`src/rtl/gate_selftest_ctrl.sv`:
```
// Exhaustive self-test sequencer for a 7-function logic unit (AND..NOT, 28 vectors).
// Optional macro SELFTEST_STOP_ON_FAIL_EN: end the sweep at the first mismatch.
module gate_selftest_ctrl #(
    parameter int SETTLE_CYC = 1,
    parameter int ERR_W      = 5
) (
    input  logic             clk,
    input  logic             rst_n,
    input  logic             start,
    output logic [2:0]       lu_op,
    output logic             lu_a,
    output logic             lu_b,
    input  logic             lu_y,
    output logic             busy,
    output logic             done,
    output logic             pass,
    output logic [ERR_W-1:0] err_cnt,
    output logic [2:0]       fail_op,
    output logic [1:0]       fail_vec
);

    typedef enum logic [1:0] {IDLE, SETTLE, CHECK, DONE} state_t;

    localparam logic [3:0] SETTLE_LAST = 4'(SETTLE_CYC - 1);

    state_t           state_r;
    logic [2:0]       op_r;
    logic [1:0]       vec_r;
    logic [3:0]       settle_r;
    logic             exp_s;
    logic             mismatch_s;
    logic             last_s;
    logic             stop_s;
    logic [ERR_W-1:0] err_next_s;
    logic [2:0]       op_next_s;
    logic [1:0]       vec_next_s;

    function automatic logic expected_y(input logic [2:0] op, input logic a, input logic b);
        logic y;
        case (op)
            3'd0:    y = a & b;
            3'd1:    y = a | b;
            3'd2:    y = ~(a & b);
            3'd3:    y = ~(a | b);
            3'd4:    y = a ^ b;
            3'd5:    y = ~(a ^ b);
            3'd6:    y = ~a;
            default: y = 1'b0;
        endcase
        return y;
    endfunction

    // Compare logic and next-vector computation for the CHECK state
    always_comb begin
        exp_s      = expected_y(op_r, vec_r[1], vec_r[0]);
        mismatch_s = (lu_y != exp_s);
        if (mismatch_s && (err_cnt != {ERR_W{1'b1}})) begin
            err_next_s = err_cnt + {{(ERR_W-1){1'b0}}, 1'b1};
        end else begin
            err_next_s = err_cnt;
        end
        last_s     = (op_r == 3'd6) && (vec_r == 2'd3);
        vec_next_s = vec_r + 2'd1;
        if (vec_r == 2'd3) begin
            op_next_s = op_r + 3'd1;
        end else begin
            op_next_s = op_r;
        end
    end

`ifdef SELFTEST_STOP_ON_FAIL_EN
    assign stop_s = mismatch_s;
`else
    assign stop_s = 1'b0;
`endif

    // Sequencer FSM with registered outputs
    always_ff @(posedge clk or negedge rst_n) begin
        if (!rst_n) begin
            state_r  <= IDLE;
            op_r     <= 3'd0;
            vec_r    <= 2'd0;
            settle_r <= 4'd0;
            lu_op    <= 3'd0;
            lu_a     <= 1'b0;
            lu_b     <= 1'b0;
            busy     <= 1'b0;
            done     <= 1'b0;
            pass     <= 1'b0;
            err_cnt  <= '0;
            fail_op  <= 3'd0;
            fail_vec <= 2'd0;
        end else begin
            case (state_r)
                IDLE, DONE: begin
                    if (start) begin
                        err_cnt  <= '0;
                        fail_op  <= 3'd0;
                        fail_vec <= 2'd0;
                        done     <= 1'b0;
                        pass     <= 1'b0;
                        op_r     <= 3'd0;
                        vec_r    <= 2'd0;
                        settle_r <= 4'd0;
                        lu_op    <= 3'd0;
                        lu_a     <= 1'b0;
                        lu_b     <= 1'b0;
                        busy     <= 1'b1;
                        state_r  <= SETTLE;
                    end
                end
                SETTLE: begin
                    if (settle_r == SETTLE_LAST) begin
                        settle_r <= 4'd0;
                        state_r  <= CHECK;
                    end else begin
                        settle_r <= settle_r + 4'd1;
                    end
                end
                CHECK: begin
                    err_cnt <= err_next_s;
                    // err_cnt saturates and never wraps, so zero means no earlier mismatch
                    if (mismatch_s && (err_cnt == '0)) begin
                        fail_op  <= op_r;
                        fail_vec <= vec_r;
                    end
                    if (last_s || stop_s) begin
                        op_r    <= 3'd0;
                        vec_r   <= 2'd0;
                        lu_op   <= 3'd0;
                        lu_a    <= 1'b0;
                        lu_b    <= 1'b0;
                        busy    <= 1'b0;
                        done    <= 1'b1;
                        pass    <= (err_next_s == '0);
                        state_r <= DONE;
                    end else begin
                        op_r    <= op_next_s;
                        vec_r   <= vec_next_s;
                        lu_op   <= op_next_s;
                        lu_a    <= vec_next_s[1];
                        lu_b    <= vec_next_s[0];
                        state_r <= SETTLE;
                    end
                end
                default: begin
                    state_r <= IDLE;
                end
            endcase
        end
    end

endmodule

```
`config.mk`:
```
export PLATFORM = sky130hd
export DESIGN_NAME = gate_selftest_ctrl
export DESIGN_NICKNAME = d
export VERILOG_FILES = /design/src/rtl/gate_selftest_ctrl.sv
export SDC_FILE = /design/constraint.sdc
export NUM_CORES = 1
export LEC_CHECK = 0
export ABC_AREA = 1
export BUFFER_PORTS_ARGS = -buffer_cell sky130_fd_sc_hd__buf_2
export CORE_MARGIN = 3
export CORE_UTILIZATION = 40
export DETAILED_ROUTE_END_ITERATION = 10
export GPL_ROUTABILITY_DRIVEN = 0
export MAX_ROUTING_LAYER = met4
export SLEW_MARGIN = 30
export SYNTH_ARGS = -nofsm -noshare
export SYNTH_HDL_FRONTEND = slang
export SYNTH_SLANG_ARGS = --single-unit
```
`constraint.sdc`:
```
create_clock -name clk -period 2.1 [get_ports clk]
set_input_delay 0.42 -clock clk [delete_from_list [all_inputs] [get_ports clk]]
set_output_delay 0.42 -clock clk [all_outputs]
set_load 0.03 [all_outputs]
```
==> impl_metrics.tcl <==
set metrics [dict create \
    ys_warn_count 0 \
    grt_pass1_wl_um 5400 \
    use_met1_pct 22.1 \
    max-cap-violations 0 \
    cts_hold_buffers 0 \
    synth_top_cell_by_area "dfrtp_1" \
    critPathKind "reg -> reg" \
    max_slew_margin_pct 64.4 \
    worst_slew_pin_slew_ns 0.535 \
    grt_max_degree 25 \
    status "finished, final reports clean" \
    overflow 0 \
    skew_ns 0.00768 \
    met2_usage_pct 25.4 \
    boundaryPins 22 \
    synth_fa_ha_area_share_pct 12.8 \
    nNetsFinal 223 \
    ys_seq_elements 24 \
    syn_to_final_growth_pct 15.9 \
    finalHoldViolations 0 \
    ys_top_cells_by_area "dfrtp_1 41%, ha_1 13%, nand2_1 9.7%" \
    wirelength_um 3060 \
    crit_fanout 6 \
    top_usage_layer "met2" \
    cts_sinks 24 \
    ctsResizeCount 0 \
    diodes 0 \
    synth_top_family_by_area "simple AND/OR/NAND/NOR gates" \
    drtAntennaViolNets 0 \
    cp.arrival_ns 2.04 \
    start_util_pct 42.7 \
    rsz0062_at_grt "false" \
    die_h_um 66.7 \
    synth_cells 178 \
    synthSimpleGateAreaFrac_pct 23.8 \
    hold_path_class "in -> async" \
    syn_avg_cell_area_um2 8.27 \
    cp-end-kind "register" \
    drive_gt1_share_pct 18.2 \
    fmax_ghz 0.530 \
    vias_per_cell 4.94 \
    vdd_drop_max_mv 0.620 \
    finalCriticalPeriod_ns 1.89 \
    synth-xor-area-share_pct 1.79 \
    io_buffers 21 \
    cts_setup_buffers 0 \
    power_uw 2090 \
    synth-compound-area-share_pct 11.8 \
    preCtsSetupSlack_ns 0.203 \
    drt_iter0_markers 55 \
    layout_commonest_cell "nand2_1" \
    tns_ns 0 \
    layout_common_cells "38 x nand2_1, 31 x inv_1, 24 x dfrtp_1" \
    insertion_delay_ns 0.27 \
    wl_per_cell_um 12.3 \
    path_clk_slew_ns 0.09 \
    synth_nets 197 \
    grt_antenna_before_repair 0 \
    dr.pass1.iters 4 \
    cts_max_level 1 \
    power_density_mw_per_mm2 1220 \
    row_count 21 \
    core_area_mm2 0.00344 \
    finalCritPeriodShare_pct 89.9 \
    synthDistinctLibCells 26 \
    numCtsBuffers 3 \
    crit_required_ns 2.26 \
    synth_mux_area_share_pct 0 \
    use_met3_pct 3.04 \
    synth_top_cell_area_share_pct 40.8 \
    setup_ws_ns 0.213 \
    cts_tree "done" \
    timing.final.max_slew_violations 0 \
    p_leak_uw 0.000877 \
    syn_area_mm2 0.00147 \
    dp_hpwl_um 2450 \
    setup_viol 0 \
    grt_pass1_vias 1203 \
    dieArea_mm2 0.00444 \
    vias 1230 \
    drc 0 \
    gr-usage-all-layers_pct 16.5 \
    die_w_um 66.7 \
    clock_path_buffers 2 \
    ctsRootBufferMaster "clkbuf_8" \
    yosysSeqAreaShare_pct 40.8 \
    worstSetupStartpointType "register" \
]
[where the power goes]
group / switching (uW) / internal, uW / leakage, uW / total [uW]
clock: 150 / 255 / 0.0000357 / 405
combinational: 720 / 316 / 0.000517 / 1040
sequential: 81.9 / 564 / 0.000325 / 646
[worst max-delay path, stage by stage (launching register included)]
cell and delay [ns]:
dfrtp_1 0.40, inv_1 0.06, ha_1 0.31, inv_1 0.11, nor2_4 0.06, inv_1 0.10, nand3_1 0.08, nor4_1 0.25
nand2_2 0.19, o21ai_4 0.13, o22ai_1 0.10
[cells in the mapped netlist (all sizes together)]
master,n
nor4,1
a211oi,1
xor2,2
nand2,40
o211ai,1
o32ai,1
o21ai,13
nand3,20
xnor2,1
clkinv,1
a21oi,4
nor2,12
ha,15
dfrtp,24
nand4,1
inv,33
o22ai,8
[flip-flops by register name, indices dropped and copies added (netlist names)]
register  cells
busy          1
done          1
err_cnt       5
fail_op       3
fail_vec      2
lu_a          1
lu_b          1
op_r          3
pass          1
settle_r      4
state_r       2
[final timing paths]
path | start | end | slack, ns | cells after the start
max in group asynchronous | rst_n | done$_DFFE_PN0P_ | 1.62 | 1
min in group clk | done$_DFFE_PN0P_ | done$_DFFE_PN0P_ | 0.50 | 2
worst min register to register | done$_DFFE_PN0P_ | done$_DFFE_PN0P_ | 0.50 | 2
worst max register to register | state_r[0]$_DFFE_PN0P_ | fail_op[1]$_DFFE_PN0P_ | 0.21 | 10
worst min-delay path | rst_n | op_r[2]$_DFFE_PN0P_ | 0.11 | 1
worst max-delay path | state_r[0]$_DFFE_PN0P_ | fail_op[1]$_DFFE_PN0P_ | 0.21 | 10
[layer usage]
metal  vias to the layer above  part of all wire [%]
li1                        628                     -
met1                       578                    50
met2                        20                    46
met3                         4                   3.0
met4                         0                   1.0
met5                         -                     0
[kinds of logic after synthesis]
kind of cell    after synthesis
buf+inv                      34
xor+xnor                      3
flops                        24
simple gates                 74
compound gates               28
fa+ha+maj                    15
[stage by stage]
stage | area, um2 | utilization, % | hold WS [ns] | cells
floorplan | 1470 | - | 0.124 | 178
global placement | 1630 | 47.5 | 0.435 | 245
detailed placement | 1630 | 47.5 | 0.436 | 245
CTS | 1710 | 49.5 | 0.130 | 249
global route | 1710 | 49.5 | 0.153 | 249
finish | 1710 | 49.5 | 0.114 | 249
[layout make-up]
| class | count | area (um2) |
|---|---|---|
| Clock inverter | 1 | 30.0 |
| Fill cell | 340 | 1740 |
| Inverter | 34 | 133 |
| Multi-Input combinational cell | 120 | 738 |
| Clock buffer | 3 | 41.3 |
| Timing Repair Buffer | 21 | 105 |
| Sequential cell | 24 | 601 |
| Tap cell | 46 | 57.6 |
No activity file was read; power rests on OpenSTA's default activity.
